$ cat src/rtl/dot_product_lanes_pkg.sv
`default_nettype none
// ============================================================================
// Module   : dot_product_pkg
// Brief    : Shared widths, FSM state type and lane-slice helper for
//            dot_product_lanes.
// Revision : 1.0 - initial release
// ============================================================================
package dot_product_pkg;

  typedef enum logic [1:0] {
    IDLE  = 2'd0,
    ACCUM = 2'd1,
    DRAIN = 2'd2,
    HOLD  = 2'd3
  } state_e;

  // Sized so MAX_LEN full-scale products can never overflow the accumulator.
  function automatic int acc_width(input int width, input int max_len);
    return 2 * width + $clog2(max_len) + 1;
  endfunction

  function automatic int cnt_width(input int max_len);
    return $clog2(max_len) + 1;
  endfunction

  function automatic int pop_width(input int lanes);
    return $clog2(lanes) + 1;
  endfunction

  function automatic int lane_lo(input int lane, input int width);
    return lane * width;
  endfunction

endpackage
`default_nettype wire

$ cat src/rtl/dot_product_lanes_if.sv
`default_nettype none
// ============================================================================
// Module   : dot_product_lanes_if
// Brief    : Beat input stream and result output stream of dot_product_lanes.
// Revision : 1.0 - initial release
// ============================================================================
interface dot_product_lanes_if
  import dot_product_pkg::*;
#(
  parameter int WIDTH   = 8,
  parameter int LANES   = 4,
  parameter int MAX_LEN = 64
);
  localparam int ACC_W = acc_width(WIDTH, MAX_LEN);
  localparam int CNT_W = cnt_width(MAX_LEN);

  logic                   in_valid;
  logic                   in_ready;
  logic                   in_last;
  logic [LANES-1:0]       lane_mask;
  logic [LANES*WIDTH-1:0] a_vec;
  logic [LANES*WIDTH-1:0] b_vec;
  logic                   out_valid;
  logic                   out_ready;
  logic [ACC_W-1:0]       result;
  logic [CNT_W-1:0]       out_count;
  logic                   out_err;

  modport master (
    output in_valid, in_last, lane_mask, a_vec, b_vec, out_ready,
    input  in_ready, out_valid, result, out_count, out_err
  );

  modport slave (
    input  in_valid, in_last, lane_mask, a_vec, b_vec, out_ready,
    output in_ready, out_valid, result, out_count, out_err
  );

endinterface
`default_nettype wire

$ cat src/rtl/dot_product_lanes_adder_tree.sv
`default_nettype none
// ============================================================================
// Module   : dp_adder_tree
// Brief    : LANES-input signed/unsigned adder tree with a registered sum.
// Revision : 1.0 - initial release
// ============================================================================
module dp_adder_tree
  import dot_product_pkg::*;
#(
  parameter int LANES  = 4,
  parameter int IN_W   = 16,
  parameter int OUT_W  = 24,
  parameter int SIGNED = 0
) (
  input  logic                  clk,
  input  logic                  rst,
  input  logic                  valid_i,
  input  logic [LANES*IN_W-1:0] data_i,
  output logic [OUT_W-1:0]      sum_o
);
  localparam bit SGN = (SIGNED != 0);

  logic [OUT_W-1:0] lane_ext [LANES];
  logic [OUT_W-1:0] sum_d;
  logic [OUT_W-1:0] sum_q;

  for (genvar i = 0; i < LANES; i++) begin : g_ext
    logic [IN_W-1:0] lane;
    assign lane        = data_i[lane_lo(i, IN_W) +: IN_W];
    assign lane_ext[i] = {{(OUT_W-IN_W){SGN & lane[IN_W-1]}}, lane};
  end

  always_comb begin
    sum_d = '0;
    for (int i = 0; i < LANES; i++) begin
      sum_d = sum_d + lane_ext[i];
    end
  end

  always_ff @(posedge clk) begin
    if (rst) begin
      sum_q <= '0;
    end else begin
      sum_q <= valid_i ? sum_d : '0;
    end
  end

  assign sum_o = sum_q;

endmodule
`default_nettype wire

$ cat src/rtl/dot_product_lanes.sv
`default_nettype none
// ============================================================================
// Module   : dot_product_lanes
// Brief    : Multi-lane streaming dot product, masked lanes, runtime length,
//            backpressured result. Optional clamp on length overflow when
//            DOT_PRODUCT_LANES_SAT_EN is defined.
// Revision : 1.0 - initial release
// ============================================================================
module dot_product_lanes
  import dot_product_pkg::*;
#(
  parameter int WIDTH   = 8,
  parameter int LANES   = 4,
  parameter int MAX_LEN = 64,
  parameter int SIGNED  = 0
) (
  input  logic               clk,
  input  logic               rst,
  dot_product_lanes_if.slave dp_if
);
  localparam int ACC_W  = acc_width(WIDTH, MAX_LEN);
  localparam int CNT_W  = cnt_width(MAX_LEN);
  localparam int POP_W  = pop_width(LANES);
  localparam int PROD_W = 2 * WIDTH;
  localparam bit SGN    = (SIGNED != 0);
`ifdef DOT_PRODUCT_LANES_SAT_EN
  // Guard bits let the clamp see the true sign/magnitude after an overflow.
  localparam int GUARD_W = 8;
`else
  localparam int GUARD_W = 0;
`endif
  localparam int SUM_W = ACC_W + GUARD_W;
  localparam logic [CNT_W:0]   MAX_CNT  = (CNT_W+1)'(MAX_LEN);
  localparam logic [CNT_W-1:0] MAX_CNTN = CNT_W'(MAX_LEN);

  logic                    accept;
  logic [LANES*PROD_W-1:0] prod_d, prod_q;
  logic [POP_W-1:0]        pop_d, pop1_q, pop2_q;
  logic                    v1_q, v2_q;
  logic [SUM_W-1:0]        sum_q;
  state_e                  state_q;
  logic                    drain_q;
  logic [SUM_W-1:0]        acc_q;
  logic [CNT_W-1:0]        cnt_q, cnt_d;
  logic [CNT_W:0]          cnt_sum_d;
  logic                    cnt_ovf_d;
  logic                    err_q;
  logic                    out_valid_q;

  assign dp_if.in_ready = !rst && (state_q == IDLE || state_q == ACCUM);
  assign accept         = dp_if.in_valid && dp_if.in_ready;

  for (genvar i = 0; i < LANES; i++) begin : g_lane
    logic [WIDTH-1:0]  a_l, b_l;
    logic [PROD_W-1:0] a_x, b_x;
    assign a_l = dp_if.a_vec[lane_lo(i, WIDTH) +: WIDTH];
    assign b_l = dp_if.b_vec[lane_lo(i, WIDTH) +: WIDTH];
    // Extending to the product width first makes the truncated multiply exact
    // for both two's-complement and unsigned operands.
    assign a_x = {{WIDTH{SGN & a_l[WIDTH-1]}}, a_l};
    assign b_x = {{WIDTH{SGN & b_l[WIDTH-1]}}, b_l};
    assign prod_d[lane_lo(i, PROD_W) +: PROD_W] = dp_if.lane_mask[i] ? a_x * b_x : '0;
  end

  always_comb begin
    pop_d = '0;
    for (int i = 0; i < LANES; i++) begin
      pop_d = pop_d + POP_W'(dp_if.lane_mask[i]);
    end
  end

  always_ff @(posedge clk) begin
    if (rst) begin
      v1_q   <= 1'b0;
      prod_q <= '0;
      pop1_q <= '0;
      v2_q   <= 1'b0;
      pop2_q <= '0;
    end else begin
      v1_q   <= accept;
      prod_q <= accept ? prod_d : '0;
      pop1_q <= accept ? pop_d : '0;
      v2_q   <= v1_q;
      pop2_q <= v1_q ? pop1_q : '0;
    end
  end

  dp_adder_tree #(
    .LANES  (LANES),
    .IN_W   (PROD_W),
    .OUT_W  (SUM_W),
    .SIGNED (SIGNED)
  ) u_tree (
    .clk     (clk),
    .rst     (rst),
    .valid_i (v1_q),
    .data_i  (prod_q),
    .sum_o   (sum_q)
  );

  always_comb begin
    cnt_sum_d = {1'b0, cnt_q} + (CNT_W+1)'(pop2_q);
    cnt_ovf_d = (cnt_sum_d > MAX_CNT);
    cnt_d     = cnt_ovf_d ? MAX_CNTN : cnt_sum_d[CNT_W-1:0];
  end

  // Two-cycle DRAIN matches the product + tree register depth, so the last
  // beat lands in the accumulator on the same edge out_valid rises.
  always_ff @(posedge clk) begin
    if (rst) begin
      state_q     <= IDLE;
      drain_q     <= 1'b0;
      acc_q       <= '0;
      cnt_q       <= '0;
      err_q       <= 1'b0;
      out_valid_q <= 1'b0;
    end else begin
      if (v2_q) begin
        acc_q <= acc_q + sum_q;
        cnt_q <= cnt_d;
        if (cnt_ovf_d) begin
          err_q <= 1'b1;
        end
      end
      case (state_q)
        IDLE: begin
          if (accept) begin
            state_q <= dp_if.in_last ? DRAIN : ACCUM;
          end
        end
        ACCUM: begin
          if (accept && dp_if.in_last) begin
            state_q <= DRAIN;
          end
        end
        DRAIN: begin
          drain_q <= !drain_q;
          if (drain_q) begin
            state_q     <= HOLD;
            out_valid_q <= 1'b1;
          end
        end
        HOLD: begin
          if (dp_if.out_ready) begin
            state_q     <= IDLE;
            out_valid_q <= 1'b0;
            acc_q       <= '0;
            cnt_q       <= '0;
            err_q       <= 1'b0;
          end
        end
        default: state_q <= IDLE;
      endcase
    end
  end

  assign dp_if.out_valid = out_valid_q;
  assign dp_if.out_count = cnt_q;
  assign dp_if.out_err   = err_q;

`ifdef DOT_PRODUCT_LANES_SAT_EN
  logic [GUARD_W:0] top_bits;
  logic             wrapped;
  logic             neg;
  logic [ACC_W-1:0] clamp;

  assign top_bits = acc_q[SUM_W-1:ACC_W-1];
  assign wrapped  = SGN ? !((&top_bits) || !(|top_bits)) : (|top_bits[GUARD_W:1]);
  assign neg      = SGN & acc_q[SUM_W-1];

  always_comb begin
    clamp = '1;
    if (SGN) begin
      clamp = neg ? {1'b1, {(ACC_W-1){1'b0}}} : {1'b0, {(ACC_W-1){1'b1}}};
    end
  end

  assign dp_if.result = (err_q && wrapped) ? clamp : acc_q[ACC_W-1:0];
`else
  assign dp_if.result = acc_q;
`endif

endmodule
`default_nettype wire

$ cat src/flat_wrapper.sv
// flat-port wrapper written by rule: the top's interface ports become plain ports
module dot_product_lanes_flat import dot_product_pkg::*;
#(
  parameter int WIDTH   = 8,
  parameter int LANES   = 4,
  parameter int MAX_LEN = 64,
  parameter int SIGNED  = 0
)
  (clk, rst, dp_if_in_valid, dp_if_in_last, dp_if_lane_mask, dp_if_a_vec, dp_if_b_vec, dp_if_out_ready, dp_if_in_ready, dp_if_out_valid, dp_if_result, dp_if_out_count, dp_if_out_err);
  dot_product_lanes_if #(.WIDTH(WIDTH), .LANES(LANES), .MAX_LEN(MAX_LEN)) dp_if_i ();
  input  logic clk;
  input  logic rst;
  input wire logic [$bits(dp_if_i.in_valid)-1:0] dp_if_in_valid;
  input wire logic [$bits(dp_if_i.in_last)-1:0] dp_if_in_last;
  input wire logic [$bits(dp_if_i.lane_mask)-1:0] dp_if_lane_mask;
  input wire logic [$bits(dp_if_i.a_vec)-1:0] dp_if_a_vec;
  input wire logic [$bits(dp_if_i.b_vec)-1:0] dp_if_b_vec;
  input wire logic [$bits(dp_if_i.out_ready)-1:0] dp_if_out_ready;
  output wire logic [$bits(dp_if_i.in_ready)-1:0] dp_if_in_ready;
  output wire logic [$bits(dp_if_i.out_valid)-1:0] dp_if_out_valid;
  output wire logic [$bits(dp_if_i.result)-1:0] dp_if_result;
  output wire logic [$bits(dp_if_i.out_count)-1:0] dp_if_out_count;
  output wire logic [$bits(dp_if_i.out_err)-1:0] dp_if_out_err;
  assign dp_if_i.in_valid = dp_if_in_valid;
  assign dp_if_i.in_last = dp_if_in_last;
  assign dp_if_i.lane_mask = dp_if_lane_mask;
  assign dp_if_i.a_vec = dp_if_a_vec;
  assign dp_if_i.b_vec = dp_if_b_vec;
  assign dp_if_i.out_ready = dp_if_out_ready;
  assign dp_if_in_ready = dp_if_i.in_ready;
  assign dp_if_out_valid = dp_if_i.out_valid;
  assign dp_if_result = dp_if_i.result;
  assign dp_if_out_count = dp_if_i.out_count;
  assign dp_if_out_err = dp_if_i.out_err;
  dot_product_lanes #(.WIDTH(WIDTH), .LANES(LANES), .MAX_LEN(MAX_LEN), .SIGNED(SIGNED)) u_core (.clk(clk), .rst(rst), .dp_if(dp_if_i));
endmodule
$ cat config.mk
export PLATFORM = sky130hd
export DESIGN_NAME = dot_product_lanes_flat
export DESIGN_NICKNAME = d
export VERILOG_FILES = /design/src/rtl/dot_product_lanes_pkg.sv /design/src/rtl/dot_product_lanes_if.sv /design/src/rtl/dot_product_lanes_adder_tree.sv /design/src/rtl/dot_product_lanes.sv /design/src/flat_wrapper.sv
export SDC_FILE = /design/constraint.sdc
export NUM_CORES = 1
export LEC_CHECK = 0
export BUFFER_PORTS_ARGS = -buffer_cell sky130_fd_sc_hd__buf_2
export CORE_ASPECT_RATIO = 0.75
export CORE_MARGIN = 2
export CORE_UTILIZATION = 30
export DETAILED_ROUTE_END_ITERATION = 7
export GPL_TIMING_DRIVEN = 0
export HOLD_SLACK_MARGIN = 0.02
export SYNTH_ARGS = -nofsm -noshare
export SYNTH_HDL_FRONTEND = slang
export SYNTH_SLANG_ARGS = --single-unit
$ cat constraint.sdc
create_clock -name clk -period 4.63 [get_ports clk]
set_input_delay 0 -clock clk [delete_from_list [all_inputs] [get_ports clk]]
set_output_delay 0 -clock clk [all_outputs]
set_load 0.1 [all_outputs]
==> key figures <==
Clock network
  • # Post-CTS Setup Buffers: 0
  • Htree depth: 4
  • Clock-pin slew on the worst setup and hold paths: 0.05 ns
  • Worst-Skew Late Latency: 0.43 ns
  • Root Driver: clkbuf_16
  • Num CTS Buffers: 17
  • Clock Tree Buf Depth: 2
  • Clock sink count: 126
  • CTS tree: done

GRT
  • Antenna violations before repair: 2
  • Largest net degree at the start of global routing: 17
  • First-pass GRT wire length: 57700 um
  • Vias in the first global route: 11.6k
  • All-Layer GR Usage: 13.8%
  • GR Overflow Total: 0

Placed design
  • Final HPWL DP: 28900 um
  • GP Congestion: 0.866
  • Post-Place Worst Slack: 0.301 ns
  • # port buffers: 105

STA
  • Maximum clock rate: 229 MHz
  • Final Max Slew Viols: 0
  • Period Utilization, post-route: 94.2%
  • Final Hold Viols: 0
  • RSZ-0062 raised after global routing: false
  • Final setup skew: 0.0181 ns
  • Final setup viols: 0
  • Max transition margin: 55.1%
  • Hold Slack: 0.125 ns
  • Setup TNS Final: 0 ns
  • Tmin final: 4.36 ns
  • Slew of the pin with the lowest slew margin: 0.673 ns
  • Final worst setup slack: 0.268 ns

Worst hold path
  • Worst hold path class: input pin to register

Floorplanning
  • Ports: 106
  • Rows: 70
  • Starting density of the core: 30.3%
  • Die boundary height: 196 um
  • Die width: 260 um
  • CORE AREA: 48600 um^2
  • Die area: 50900 um^2

Power and ir drop
  • Leak pwr: 0.00842 uW
  • Power Density: 341 nW/um^2
  • Tot Pwr: 5720 uW
  • Peak supply drop: 0.000278 V

Logic synthesis
  • Mapped Area: 14700 um^2
  • Cell count after synthesis: 1661
  • Largest area contributor in the netlist: fa_1
  • Yosys cell types: 59
  • Synth area leaders: fa_1 (22%), ha_1 (17%), dfxtp_1 (17%)
  • Synth Flop Type: dfxtp_1
  • Sequential area share after synthesis: 17.1%
  • Synthesized area per cell: 8.86 um^2
  • Top cell type's share of synthesized area: 22.4%
  • Synth Register Bits: 126
  • Mapped Nets: 2102
  • FFs w/ async S/R, synth: 0%
  • Warnings, synthesis: 0
  • EDFF count, synth: 0

Route
  • Vias: 11.5k
  • DRT Pass-1 Iters: 5
  • Final wirelength: 34300 um
  • DR WL/cell: 13.9 um
  • First DRT Iteration DRCs: 604
  • Post-route ant nets: 0
  • Number of vias per cell: 4.68
  • # DRC: 0

Worst setup path
  • Endpoint type of the worst setup path: register
  • Element type at the critical path start: register
  • Max Fanout on Critical Path: 7
  • Critical path class: register to register
  • WP data required: 4.97 ns
  • Critical Path AT: 4.71 ns

Final layout
  • Util after Layout: 34.5%
  • Commonest non-fill, non-tap cells in the layout: inv_1 (243), and2_1 (213), ha_1 (203)
  • Share of cells above drive strength 1: 8.39%
  • Final #Nets: 2241
  • Syn-to-layout area delta: 14.1%
  • Commonest non-fill, non-tap cell in the layout: inv_1
  • Fillcell total: 5071

Run
  • Max-cap violation count: 0

Status
  • Status: finished, final reports clean
sequential cells by signal (all words and copies together), names as in the netlist:
| signal | count |
|---|---|
| u_core.dp_if.result | 23 |
| u_core.pop2_q | 3 |
| u_core.dp_if.out_valid | 1 |
| u_core.dp_if.out_count | 7 |
| u_core.drain_q | 1 |
| u_core.v2_q | 1 |
| u_core.v1_q | 1 |
| u_core.prod_q | 64 |
| u_core.dp_if.out_err | 1 |
| u_core.pop1_q | 3 |
| u_core.state_q | 2 |
| u_core.u_tree.sum_o | 19 |
what timing repair did:
item,in CTS,in global routing
hold buffers,15,0
endpoints found under the hold margin,13,0
resized for setup,0,2
endpoints found under the setup margin,0,2
metal layers:
layer	part of all wire (%)	global-route usage, %	vias to the layer above	wire length [um]
li1	-	-	5712	-
met1	51	20.1	5564	17500
met4	1.1	2.55	0	362
met5	0	0	-	0
met2	44	22.0	218	15000
met3	4.0	1.93	23	1370
path summary, 6_finish.rpt:
path                       from                      end  slack [ns]  cells after the start
max reg2reg    u_core.prod_q[2]  u_core.u_tree.sum_o[17]        0.27                     18
max            u_core.prod_q[2]  u_core.u_tree.sum_o[17]        0.27                     18
min reg2reg    u_core.pop1_q[2]         u_core.pop2_q[2]        0.43                      1
min          dp_if_lane_mask[0]         u_core.pop1_q[1]        0.13                      4
final cells by class:
type | instances | area [um^2] | area share, %
clock inverter | 11 | 116 | 0.693
sequential | 126 | 2520 | 15.0
buffer | 17 | 73.8 | 0.440
multi-input combinational | 1273 | 11200 | 66.8
clock buffer | 20 | 457 | 2.72
timing repair buffer | 120 | 676 | 4.02
inverter | 245 | 920 | 5.48
antenna | 2 | 5.00 | 0.0298
tap | 648 | 811 | 4.83
synth_stat cells (16+ instances only):
library cell and n:
nand2_1 119, fa_1 165, a21oi_1 72, ha_1 203, o21a_1 33, dfxtp_1 126
xnor2_1 23, nor2b_1 16, and2_1 213, o21ai_0 27, inv_1 243, xor2_1 46
nor3_1 28, nand3_1 18, nor2_1 108, a21o_1 30
report_power, final:
part,switching (uW),internal (uW),total [uW]
combinational,1800,1340,3140
sequential,76.9,1190,1270
clock,495,813,1310
total,2370,3350,5720
stage by stage:
step                instance area, um^2  std cells
finish                            16800       2462
global route                      16800       2462
CTS                               16800       2460
detailed placement                16100       2414
global placement                  16100       2414
floorplan                         14700       1661
cells by family after synthesis:
family | after synthesis | share of synthesized area [%]
multiplexers | 16 | 1.10
XOR/XNOR | 69 | 4.11
buffers and inverters | 262 | 6.75
AND/OR/NAND/NOR | 562 | 19.8
adder cells (fa/ha/maj) | 368 | 39.7
flip-flops | 126 | 17.1
AO/OA/AOI/OAI | 258 | 11.4
worst max-delay path, stage by stage (launching register included):
cell and delay [ns]:
dfxtp_1 0.34, fa_1 0.51, ha_1 0.32, a211oi_1 0.36, o21a_1 0.23, nor2_1 0.05
nor2_1 0.14, nor2_1 0.07, nor3_1 0.17, nor2_1 0.08, ha_1 0.29, clkbuf_1 0.20
a21o_1 0.23, a2111o_1 0.34, o21ai_1 0.22, o211ai_1 0.13, a31o_1 0.24, a22o_1 0.23
a21oi_1 0.15
Power figures use the tool's default switching activity.
